[src/rtl/serial_adder.sv]
// Bit-serial adder: one full-adder cell and a registered carry process the operands LSB first.
// Operands are captured on an accepted start; the parallel result appears with a one-cycle done.
module serial_adder #(
  parameter int unsigned WIDTH = 8
) (
  input  logic             clk,
  input  logic             rst,
  input  logic             start,
  input  logic [WIDTH-1:0] a,
  input  logic [WIDTH-1:0] b,
  input  logic             cin,
  output logic [WIDTH-1:0] sum,
  output logic             cout,
  output logic             busy,
  output logic             done
);

  localparam int unsigned CntW = (WIDTH > 1) ? $clog2(WIDTH) : 1;
  localparam logic [CntW-1:0] LastBit = CntW'(WIDTH - 1);

  typedef enum logic [1:0] {StIdle, StShift, StDone} state_e;

  state_e           state_q;
  logic [WIDTH-1:0] ra_q, rb_q, rs_q, sum_q;
  logic [CntW-1:0]  count_q;
  logic             carry_q, cout_q, busy_q, done_q;

  logic             s_bit, carry_d;
  logic [WIDTH-1:0] rs_d;

  always_comb begin
    s_bit   = ra_q[0] ^ rb_q[0] ^ carry_q;
    carry_d = (ra_q[0] & rb_q[0]) | (rb_q[0] & carry_q) | (carry_q & ra_q[0]);
    // Sum bits enter at the MSB so that after WIDTH shifts bit 0 sits at the LSB.
    rs_d            = rs_q >> 1;
    rs_d[WIDTH-1]   = s_bit;
  end

  always_ff @(posedge clk) begin
    if (rst) begin
      state_q <= StIdle;
      ra_q    <= '0;
      rb_q    <= '0;
      rs_q    <= '0;
      sum_q   <= '0;
      count_q <= '0;
      carry_q <= 1'b0;
      cout_q  <= 1'b0;
      busy_q  <= 1'b0;
      done_q  <= 1'b0;
    end else begin
      unique case (state_q)
        StIdle: begin
          done_q <= 1'b0;
          if (start) begin
            ra_q    <= a;
            rb_q    <= b;
            carry_q <= cin;
            rs_q    <= '0;
            count_q <= '0;
            busy_q  <= 1'b1;
            state_q <= StShift;
          end
        end
        StShift: begin
          ra_q    <= ra_q >> 1;
          rb_q    <= rb_q >> 1;
          rs_q    <= rs_d;
          carry_q <= carry_d;
          count_q <= count_q + 1'b1;
          if (count_q == LastBit) begin
            sum_q   <= rs_d;
            cout_q  <= carry_d;
            busy_q  <= 1'b0;
            done_q  <= 1'b1;
            state_q <= StDone;
          end
        end
        StDone: begin
          done_q  <= 1'b0;
          state_q <= StIdle;
        end
        default: begin
          busy_q  <= 1'b0;
          done_q  <= 1'b0;
          state_q <= StIdle;
        end
      endcase
    end
  end

  assign sum  = sum_q;
  assign cout = cout_q;
  assign busy = busy_q;
  assign done = done_q;

endmodule

[config.mk]
export PLATFORM = sky130hd
export DESIGN_NAME = serial_adder
export DESIGN_NICKNAME = d
export VERILOG_FILES = /design/src/rtl/serial_adder.sv
export SDC_FILE = /design/constraint.sdc
export NUM_CORES = 1
export LEC_CHECK = 0
export CAP_MARGIN = 20
export CORE_ASPECT_RATIO = 0.7
export CORE_MARGIN = 2
export CORE_UTILIZATION = 40
export CTS_BUF_LIST = sky130_fd_sc_hd__clkbuf_4 sky130_fd_sc_hd__clkbuf_8 sky130_fd_sc_hd__clkbuf_16
export DETAILED_ROUTE_END_ITERATION = 10
export GPL_ROUTABILITY_DRIVEN = 0
export PLACE_DENSITY_LB_ADDON = 0.2
export SETUP_SLACK_MARGIN = 0.4
export SLEW_MARGIN = 20
export SYNTH_ARGS = -nofsm -noshare
export SYNTH_HDL_FRONTEND = slang
export SYNTH_SLANG_ARGS = --single-unit
[constraint.sdc]
create_clock -name clk -period 1.25 [get_ports clk]
set_input_delay 0.1875 -clock clk [delete_from_list [all_inputs] [get_ports clk]]
set_output_delay 0.1875 -clock clk [all_outputs]
set_load 0.01 [all_outputs]
# [Word-level counts from Yosys, hierarchy flattened]
# Index checks and enable logic that the tools add are counted.
[op_classes] addsub=1 n_mul=0 n_div=0 magnitude_cmp=0 n_eq_ne=5 shift=0 muxes=16 n_bitwise=9 n_reduce_logical=7
[op_table] operator="8-bit case mux with 2 select lines" count=3
[op_table] operator="8-bit 2-to-1 mux" count=3
[op_table] operator="3-bit case mux with 2 select lines" count=1
[op_table] operator="2-bit AND reduction" count=3
[op_table] operator="2-bit 2-to-1 mux" count=2
[op_table] operator="2-bit != test, second input constant" count=2
[op_table] operator="2-bit case mux with 2 select lines" count=1
[op_table] operator="3-bit by 1-bit adder with 3-bit output, second input constant" count=1
[op_table] operator="1-bit AND" count=3
[op_table] operator="3-bit equality test, second input constant" count=1
[op_table] operator="1-bit 2-to-1 mux" count=3
[op_table] operator="3-bit 2-to-1 mux" count=1
[op_table] operator="1-bit case mux with 3 select lines" count=1
[op_table] operator="3-bit AND reduction" count=1
[op_table] operator="2-bit by 1-bit equality test with 1-bit output, second input constant" count=1
[op_table] operator="2-bit equality test, second input constant" count=1
[op_table] operator="2-bit zero test" count=1
[op_table] operator="1-bit inverter" count=2
[op_table] operator="1-bit OR" count=2
[op_table] operator="1-bit case mux with 2 select lines" count=1
[op_table] operator="2-bit nonzero test" count=1
[op_table] operator="2-bit OR reduction" count=1
[op_table] operator="1-bit XOR" count=2
[totals] reg_bits=41 latchBits=0 ram_bits=0 rom_bits=0 inputBits=20 output_inout_bits=11 elab_cells=48 memories=0

# [Logic depth before layout (Yosys ltp)]
[logic_depth] ltp_word=4 depth_mapped=6 depth_no_buf=5

# [Worst setup path before layout]
# OpenSTA, ideal clock, no wires.
[synth_path] path_kind="register -> register" startpoint="register count_q[0]" endpoint="register sum_q[7] (netlist: sum[7])" arrival_ns=1.131 setup_slack_ns=-0.013 stages_incl_launch_ff=7 path_cell_list="dfxtp_1 -> ha_1 -> ha_1 -> and3b_1 -> buf_4 -> nand2_1 -> a21oi_1"
[synth_via] elab_chain_cells=2
[synth_rtl] item="start, declared" line_no="25" source="logic [CntW-1:0] count_q;"
[synth_rtl] item="start signal, assigned" line_no="70" source="count_q <= count_q + 1'b1;"
[synth_rtl] item="3-bit equality test" line_no="71" source="if (count_q == LastBit) begin"
[synth_rtl] item="2-bit AND reduction (no source line)"
[synth_rtl] item="end signal, assigned" line_no="72" source="sum_q <= rs_d;"
[synth_rtl] item="end, declared" line_no="24" source="logic [WIDTH-1:0] ra_q, rb_q, rs_q, sum_q;"
# Every way passes these cells.
# A chain may end at the register's enable or synchronous reset.

# [Final worst setup path]
[layout_path] startpoint="register count_q[0]" endpoint="register sum_q[6] (netlist: sum[6])"
# The elaborated chain is that of the path after synthesis.

==> results.yml <==
detailed_routing:
  wl_per_cell_um: 15.2
  drtPass1Iterations: 4
  drc: 0
  drtIter0Drc: 74
  routed_wl_um: 4290
  routed_via_density: 5.21
  num_vias: 1474
  ant_nets: 0
synth:
  synth_top_flop_cell: "dfxtp_1"
  seq_area_frac_synth_pct: 44.9
  yosys_warnings: 0
  yosys-top-cells-area: "dfxtp_1, a211oi_2, mux2i_1"
  yosys_register_bits: 40
  yosys-top-cells-count: "dfxtp_1, nand2_1, mux2i_1, a211oi_2, nor2_2"
  synth_largest_area_cell: "dfxtp_1"
  synth_nets: 194
  postSynthAreaPerCell_um2: 10.4
  yosys.area.top_type_share_pct: 44.9
  syn_area_um2: 1780
  synth_edf_count: 0
  yosysMostFrequentCell: "dfxtp_1"
  ys_types: 28
  synthArstFlopShare_pct: 0
  netlist_instances: 171
clock_network:
  root_buffer: "clkbuf_8"
  insertion_delay_ns: 0.30
  cts.clk_slew.worst_paths_ns: 0.08
  numCtsBuffers: 5
  clock_path_buffers: 2
  cts.sinks: 40
  cts-htree-levels: 2
  cts_tree: "built"
timing:
  finalCritPeriodShare_pct: 99.8
  fmax_ghz: 0.802
  slew_headroom_pct: 80.5
  setup_viol: 0
  final.min_clock_period_ns: 1.25
  finalSetupTns_ns: 0
  fin_skew_ns: 0.0115
  fin_hold_ws_ns: 0.377
  worstMarginPinSlew_ns: 0.292
  hold_viol_final: 0
  finalMaxSlewViolations: 0
  rsz0062_at_grt: "true"
finish:
  drive_above_1_share_pct: 57.9
  synthToLayoutAreaGrowth_pct: 53.6
  stdcell_count: 283
  finalInstanceArea_um2: 2740
  nNetsFinal: 250
  antenna_cells: 0
  fillers: 338
setup_path:
  critPathLaunchType: "flip-flop"
  critPathMaxFanout: 5
  required_ns: 1.44
  regToRegSetupSlack_ns: 0.003
  arrival_ns: 1.44
  crit_path_end_kind: "flip-flop"
  worstSetupPathType: "flip-flop to flip-flop"
floorplan:
  boundaryPins: 31
  design.die.area_um2: 5020
  initial_core_util_pct: 41.4
  fp.dieW_um: 83.8
  die_height_um: 59.9
  core_um2: 4300
  num_rows: 20
pwr:
  power_uw: 3150
  peakVddDrop_mv: 0.677
  power_density_nw_per_um2: 1150
  leakagePower_uw: 0.00102
run_status:
  status: "completed"
place:
  dpl_cell_area_um2: 2290
  dp.cells: 259
  portBuffers: 30
  dp.final_hpwl_um: 2670
grt:
  gr-usage-all-layers_pct: 17.3
  overflow: 0
  antenna_found_initial: 0
  grt_pass1_vias: 1431
  grt_max_degree: 21
  grt_pass1_wl_um: 6640
run:
  cap_violations: 0
min_path:
  min_path_type: "input pin to flip-flop"
-- per-layer routing --
layer | vias to the layer above | track usage [%] | share of wire [%]
met5 | - | 0 | 0
met4 | 0 | 7.60 | 2.0
met3 | 8 | 4.42 | 5.1
met2 | 35 | 30.7 | 51
met1 | 721 | 20.2 | 42
li1 | 710 | - | -
-- path summary, 6_finish.rpt --
check                                        startpoint                   end  depth (start not counted)
worst max register to register  count_q[0]$_SDFFE_PP0P_   sum[6]$_SDFFE_PP0P_                          6
worst min-delay path                              start  rb_q[7]$_SDFFE_PP0P_                          4
worst min register to register     rs_q[1]$_SDFFE_PP0P_   sum[0]$_SDFFE_PP0P_                          2
worst max-delay path            count_q[0]$_SDFFE_PP0P_   sum[6]$_SDFFE_PP0P_                          6
-- per-stage QoR --
| step | setup WS, ns | util, % |
|---|---|---|
| final | 0.00283 | 63.6 |
| after global routing | -0.0440 | 63.6 |
| after CTS | 0.0171 | 59.4 |
| after detailed placement | -0.217 | 53.1 |
| after global placement | -0.184 | 53.1 |
| after floorplan | 0.110 | - |
-- flip-flops by register name, summed over array words and instances, names as in the netlist --
register  flops
state_q       2
busy          1
carry_q       1
cout          1
count_q       3
rb_q          8
sum           8
ra_q          8
rs_q          7
done          1
-- power by group --
| group | internal (µW) | total, µW | switching [µW] |
|---|---|---|---|
| clock | 705 | 1180 | 474 |
| sequential | 1340 | 1410 | 70.6 |
| combinational | 316 | 560 | 244 |
| total | 2360 | 3150 | 789 |
-- critical path: stages (launching register included) --
cell and delay (ns):
dfxtp_2 0.34, ha_4 0.16, ha_4 0.16, and3b_2 0.21, buf_6 0.14, nand2_2 0.06, a21oi_1 0.06
-- cells in the final DEF, fill, tap and decap left out, types with 2 or more instances in the layout --
master,count
ha_4,2
a21oi_1,5
nor2_1,11
dfxtp_2,17
nor2_4,14
clkbuf_8,7
nand2_2,9
buf_6,18
clkdlybuf4s50_1,18
dfxtp_1,22
mux2i_1,16
buf_4,19
nand2_1,9
nor3_1,3
a21oi_2,8
a211oi_2,15
nand4bb_1,2
buf_12,3
a22oi_2,5
nor2_2,2
o21ai_0,2
clkbuf_16,2
a22oi_1,4
-- cell type report --
type	instances	area [µm²]	share of cell area [%]
multi-input cells	117	1050	38.3
clock buffers	7	96.3	3.52
well taps	55	68.8	2.51
flip-flops and latches	40	826	30.2
clock inverters	1	30.0	1.10
inverters	1	6.26	0.228
repair buffers	62	663	24.2
-- cell families after synthesis --
logic type	after synthesis	share of synthesized area [%]
compound gates	42	20.5
buf+inv	14	6.74
fa+ha+maj	3	2.53
mux	16	8.98
flops	40	44.9
simple gates	56	16.4
-- what timing repair did --
action                     in CTS  in global routing
resized for setup              78                 35
hold buffers                    0                  0
setup endpoints to repair      51                 51
cloned                          1                  3
pin swaps                       7                 12
setup buffers                   9                  3
Note: power is estimated with default switching activity, not from simulation.
